File: config.mk
export PLATFORM = sky130hd
export DESIGN_NAME = i2s_tx_serializer
export DESIGN_NICKNAME = d
export VERILOG_FILES = /design/src/rtl/i2s_tx_serializer.sv
export SDC_FILE = /design/constraint.sdc
export NUM_CORES = 1
export LEC_CHECK = 0
export ABC_AREA = 1
export BUFFER_PORTS_ARGS = -buffer_cell sky130_fd_sc_hd__clkbuf_2
export CAP_MARGIN = 20
export CORE_MARGIN = 2
export CORE_UTILIZATION = 45
export CTS_CLUSTER_DIAMETER = 120
export DETAILED_ROUTE_END_ITERATION = 16
export PLACE_DENSITY = 0.64
export SETUP_SLACK_MARGIN = 0.1
export SYNTH_ARGS = -nofsm -noshare
export SYNTH_HDL_FRONTEND = slang
export SYNTH_SLANG_ARGS = --single-unit
File: constraint.sdc
create_clock -name clk -period 2.58 [get_ports clk]
set_clock_uncertainty 0.1 [all_clocks]
set_input_delay 0.129 -clock clk [delete_from_list [all_inputs] [get_ports clk]]
set_output_delay 0.129 -clock clk [all_outputs]
set_load 0.1 [all_outputs]
File: src/rtl/i2s_tx_serializer.sv
// Philips I2S transmitter: stages one stereo pair taken from an AXI-Stream audio
// bus and serializes it as 64-BCLK frames of two left-justified 32-bit slots.
module i2s_tx_serializer #(
  parameter int DATA_WIDTH = 24,
  parameter int CHANNEL_ID = 0
) (
  input  logic        clk,
  input  logic        rst_n,
  input  logic        i_enable,
  input  logic [7:0]  i_clk_div,
  input  logic        axis_audio_tvalid,
  output logic        axis_audio_tready,
  input  logic [3:0]  axis_audio_tid,
  input  logic [31:0] axis_audio_tdata,
  input  logic        axis_audio_tlast,
  output logic        o_i2s_bclk,
  output logic        o_i2s_lrclk,
  output logic        o_i2s_sdata,
  output logic        o_underflow,
  output logic        o_align_err,
  output logic [15:0] o_underflow_count,
  output logic        o_busy
);

  localparam int PAD_BITS = 32 - DATA_WIDTH;

  typedef enum logic [1:0] {
    ST_EXPECT_L = 2'd0,
    ST_EXPECT_R = 2'd1,
    ST_FULL     = 2'd2
  } stage_state_t;

  stage_state_t stage_state_reg, stage_state_next;
  logic [31:0]  stage_l_reg, stage_l_next;
  logic [31:0]  stage_r_reg, stage_r_next;
  logic         tready_reg, tready_next;
  logic         align_err_reg, align_err_next;

  logic [7:0]   div_reg, div_next;
  logic         bclk_reg, bclk_next;
  logic         lrclk_reg, lrclk_next;
  logic         sdata_reg, sdata_next;
  logic [5:0]   bit_idx_reg, bit_idx_next;
  logic [63:0]  shift_reg, shift_next;
  logic         underflow_reg, underflow_next;
  logic [15:0]  underflow_count_reg, underflow_count_next;
  logic         busy_reg;

  logic [31:0]  beat_slot;
  logic         beat_accept;
  logic         id_match;
  logic         div_tc;
  logic         bclk_fall;
  logic         frame_load;
  logic         unused_tdata_bits;

  // Sample bits sit at the top of the slot; the low PAD_BITS are zero.
  genvar gi;
  generate
    for (gi = 0; gi < 32; gi++) begin : g_slot
      if (gi >= PAD_BITS) begin : g_data
        assign beat_slot[gi] = axis_audio_tdata[gi - PAD_BITS];
      end else begin : g_pad
        assign beat_slot[gi] = 1'b0;
      end
    end
  endgenerate

  assign unused_tdata_bits = ^axis_audio_tdata;

  assign id_match    = (axis_audio_tid == 4'(CHANNEL_ID));
  assign beat_accept = axis_audio_tvalid & tready_reg;
  assign div_tc      = (div_reg == i_clk_div);
  assign bclk_fall   = i_enable & div_tc & bclk_reg;
  assign frame_load  = bclk_fall & (bit_idx_reg == 6'd0);

  // Staging buffer: collects L then R; a frame load empties it.
  always_comb begin
    stage_state_next = stage_state_reg;
    stage_l_next     = stage_l_reg;
    stage_r_next     = stage_r_reg;
    align_err_next   = 1'b0;
    if (!i_enable) begin
      stage_state_next = ST_EXPECT_L;
      stage_l_next     = '0;
      stage_r_next     = '0;
    end else begin
      if (frame_load && (stage_state_reg == ST_FULL)) begin
        stage_state_next = ST_EXPECT_L;
      end
      if (beat_accept && id_match) begin
        case (stage_state_reg)
          ST_EXPECT_L: begin
            if (!axis_audio_tlast) begin
              stage_l_next     = beat_slot;
              stage_state_next = ST_EXPECT_R;
            end else begin
              align_err_next = 1'b1;
            end
          end
          ST_EXPECT_R: begin
            if (axis_audio_tlast) begin
              stage_r_next     = beat_slot;
              stage_state_next = ST_FULL;
            end else begin
              stage_l_next   = beat_slot;
              align_err_next = 1'b1;
            end
          end
          default: begin
          end
        endcase
      end
    end
  end

  // Drops together with the R that fills the buffer, rises one clk after the load.
  assign tready_next = i_enable & (stage_state_reg != ST_FULL) &
                       (stage_state_next != ST_FULL);

  // Bit clock divider and frame serializer; all port changes happen on BCLK falls.
  always_comb begin
    div_next             = div_reg;
    bclk_next            = bclk_reg;
    lrclk_next           = lrclk_reg;
    sdata_next           = sdata_reg;
    bit_idx_next         = bit_idx_reg;
    shift_next           = shift_reg;
    underflow_next       = 1'b0;
    underflow_count_next = underflow_count_reg;
    if (!i_enable) begin
      div_next     = '0;
      bclk_next    = 1'b0;
      lrclk_next   = 1'b0;
      sdata_next   = 1'b0;
      bit_idx_next = 6'd63;
      shift_next   = '0;
    end else if (div_tc) begin
      div_next  = '0;
      bclk_next = ~bclk_reg;
      if (bclk_reg) begin
        bit_idx_next = bit_idx_reg + 6'd1;
        lrclk_next   = bit_idx_next[5];
        if (frame_load) begin
          if (stage_state_reg == ST_FULL) begin
            shift_next = {stage_l_reg, stage_r_reg};
          end else begin
            shift_next     = '0;
            underflow_next = 1'b1;
            if (underflow_count_reg != 16'hFFFF) begin
              underflow_count_next = underflow_count_reg + 16'd1;
            end
          end
        end else begin
          shift_next = {shift_reg[62:0], 1'b0};
        end
        sdata_next = shift_next[63];
      end
    end else begin
      div_next = div_reg + 8'd1;
    end
  end

  always_ff @(posedge clk or negedge rst_n) begin
    if (!rst_n) begin
      stage_state_reg     <= ST_EXPECT_L;
      stage_l_reg         <= '0;
      stage_r_reg         <= '0;
      tready_reg          <= 1'b0;
      align_err_reg       <= 1'b0;
      div_reg             <= '0;
      bclk_reg            <= 1'b0;
      lrclk_reg           <= 1'b0;
      sdata_reg           <= 1'b0;
      bit_idx_reg         <= 6'd63;
      shift_reg           <= '0;
      underflow_reg       <= 1'b0;
      underflow_count_reg <= '0;
      busy_reg            <= 1'b0;
    end else begin
      stage_state_reg     <= stage_state_next;
      stage_l_reg         <= stage_l_next;
      stage_r_reg         <= stage_r_next;
      tready_reg          <= tready_next;
      align_err_reg       <= align_err_next;
      div_reg             <= div_next;
      bclk_reg            <= bclk_next;
      lrclk_reg           <= lrclk_next;
      sdata_reg           <= sdata_next;
      bit_idx_reg         <= bit_idx_next;
      shift_reg           <= shift_next;
      underflow_reg       <= underflow_next;
      underflow_count_reg <= underflow_count_next;
      busy_reg            <= i_enable;
    end
  end

  assign axis_audio_tready = tready_reg;
  assign o_i2s_bclk        = bclk_reg;
  assign o_i2s_lrclk       = lrclk_reg;
  assign o_i2s_sdata       = sdata_reg;
  assign o_underflow       = underflow_reg;
  assign o_align_err       = align_err_reg;
  assign o_underflow_count = underflow_count_reg;
  assign o_busy            = busy_reg;

endmodule

==> qor.csv <==
metric,value,unit
clock_path_buffers,2,
grt_pass1_vias,6142,
synth_seq_cells,142,
grt_overflow,0,
insertedDiodeCount,0,
drtPass1Iterations,5,
drc,0,
grt_usage,20.3,%
synth_cell_types,34,
cts_tree,done,
max_slew_margin,40.8,%
leakage,4.48,nW
outcome,completed,
grt_pass1_wl,29000,µm
irDropWorstVdd,0.000530,V
worstMarginPinSlew,0.887,ns
port_buffers,63,
synth_enable_flop_cells,0,
root_buffer,clkbuf_16,
switchingPower,1.17,mW
holdWs,0.0709,ns
die_w,132,µm
cts_setup_buffers,0,
drive_gt1_share,13.3,%
wirelength,16800,µm
path_class,reg2reg,
syn_area,7360,µm²
viasPerCell,4.88,
crit_arrival,2.50,ns
ff2ff_setup_slack,0.32,ns
drt-initial-drc-count,442,
clk_pin_slew,0.06,ns
syn2layout_area_growth,18.2,%
power_frac_comb,6.8,%
ys_seq_area_share,48.4,%
critPathBufInv,2,
crit_cells,11,
min_path_cells,5,
p_int,3.93,mW
synth-async-reset-ratio,100,%
dieArea,17400,µm²
cp.required,2.82,ns
cts_buffers,17,
io-pin-count,72,
ff_latch_area,3560,µm²
end_kind,flop,
synth_fp_nets,1042,
synth_area_leaders,"dfrtp_1, nand2_1, nand3_1",
yosys-top-cells-count,"nand2_1, dfrtp_1, nand3_1",
nets,1113,
crit_chain,inv_2 > nand2_1 > nand2_1 > nor2_1 > nand2_1 > nor2_4 > nand2_2 > nand2_2 > buf_4 > o21ai_0 > o21ai_0,
rsz0062_at_grt,true,
clock.fmax,442,MHz
pwr-share-clk,47.4,%
synth.most_common_cell,nand2_1,
yosysWarningCount,0,
critPathTopFamily,simple AND/OR/NAND/NOR gates,
insertion_delay,0.42,ns
power.density,587,nW/µm²
period_needed,2.26,ns
swShare,22.9,%
largest_reg_flops,55,
cp-start-kind,flop,
seqPwrFrac,45.8,%
dp_hpwl,9580,µm
antenna_found_initial,0,
crit_top_cell,nand2_1,
hold_viol_final,0,
cpMaxStageDelayCell,buf_4,
fin_crit_sh,87.7,%
slew_violations,0,
htreeDepth,4,
synth_largest_area_cell,dfrtp_1,
worstPathMaxFanout,50,
grt_start_max_net_pins,61,
setup_violations,0,
hp-class,in2reg,
fillCellCount,1558,
setup_tns,0,ns
worst_r2r_path_depth,11,
die_h,132,µm
routabilityCongestion,0.786,
ant_nets,0,
cts.sinks,142,
multi_input_area,3160,µm²
start_util,46.1,%
synth-main-ff-cell,dfrtp_1,
wl_per_cell,13.1,µm
synth_top_area_share,46.3,%
drv_cap,0,
rows,46,
cpPeakStageDelay,0.50,ns
synth_cells,989,
coreArea,15900,µm²
vias,6292,
synth.avg_cell_area,7.44,µm²
==> repair_timing <==
item                                    CTS  global route
hold endpoints to repair                124             0
gates resized for setup                   0             1
hold buffers                             27             0
endpoints found under the setup margin    0            43
==> logic make-up after synthesis <==
kind of cell	share of synthesized area, %
AO/OA/AOI/OAI	6.16
XOR/XNOR	2.62
adder cells (fa/ha/maj)	0.680
buffers and inverters	9.08
flip-flops	48.4
AND/OR/NAND/NOR	33.1
==> layout by cell type (no fill, tap or decap), types with 2 or more instances in the layout <==
| cell | instances |
|---|---|
| nand2_1 | 363 |
| dfrtp_1 | 136 |
| nand3_1 | 117 |
| inv_1 | 97 |
| nor2_1 | 82 |
| clkbuf_2 | 62 |
| o21ai_0 | 53 |
| dlygate4sd3_1 | 27 |
| clkbuf_16 | 17 |
| xor2_1 | 14 |
| o21ai_2 | 14 |
| buf_4 | 11 |
| xnor2_1 | 8 |
| inv_2 | 7 |
| nor3_1 | 7 |
| dfstp_2 | 6 |
| clkinv_2 | 5 |
| nand4_1 | 4 |
| ha_1 | 4 |
| clkbuf_8 | 4 |
| clkbuf_1 | 4 |
| o21ai_1 | 3 |
| a21oi_1 | 3 |
| buf_12 | 3 |
| nor2_4 | 2 |
| nor2_2 | 2 |
| nor4_1 | 2 |
| nand4_4 | 2 |
| nand2_2 | 2 |
| bufinv_16 | 2 |
==> metrics by stage <==
stage,instance area (µm²),utilization [%],worst slack (ns),cells,total power [mW]
finish,8700,54.6,0.318,1289,5.10
floorplan,7360,-,0.324,989,2.55
global placement,7800,49.0,0.286,1228,2.69
detailed placement,7800,49.0,0.283,1228,2.69
CTS,8660,54.3,0.258,1287,5.16
global route,8700,54.6,0.0816,1289,5.31
==> per-layer routing <==
layer	global-route usage [%]	vias to the layer above	share of wire, %
li1	-	3220	-
met5	0	-	0
met2	33.2	101	47
met4	6.04	0	1.2
met3	4.77	15	3.2
met1	26.8	2956	49
==> worst min-delay path: cells and delay by family <==
kind	cells	cell delay (ns)
buffers and inverters	2	0.19
AND/OR/NAND/NOR	3	0.24
==> final cells by class <==
class / instances / area share, %
sequential: 142 / 40.9
multi-input combinational: 691 / 36.3
timing repair buffer: 104 / 8.44
clock buffer: 25 / 5.70
inverter: 104 / 4.49
tap: 216 / 3.11
clock inverter: 7 / 0.978
==> power by group through the flow <==
stage / Clock [mW] / Sequential (mW) / Combinational [mW]
2_1_floorplan: 0 / 2.38 / 0.169
3_3_place_gp: 0 / 2.37 / 0.312
3_5_place_dp: 0 / 2.38 / 0.315
4_1_cts: 2.47 / 2.34 / 0.348
5_1_grt: 2.56 / 2.35 / 0.402
6_report: 2.42 / 2.34 / 0.347
==> worst paths after layout <==
| check | start | endpoint |
|---|---|---|
| worst max-delay path | div_reg[6] | bit_idx_reg[4] |
| worst min-delay path | axis_audio_tvalid | o_align_err |
| worst max register to register | div_reg[6] | bit_idx_reg[4] |
| worst min register to register | shift_reg[23] | shift_reg[23] |
| max in group asynchronous | rst_n | bit_idx_reg[5] |
| min in group asynchronous | rst_n | div_reg[6] |
Power figures use the tool's default switching activity.
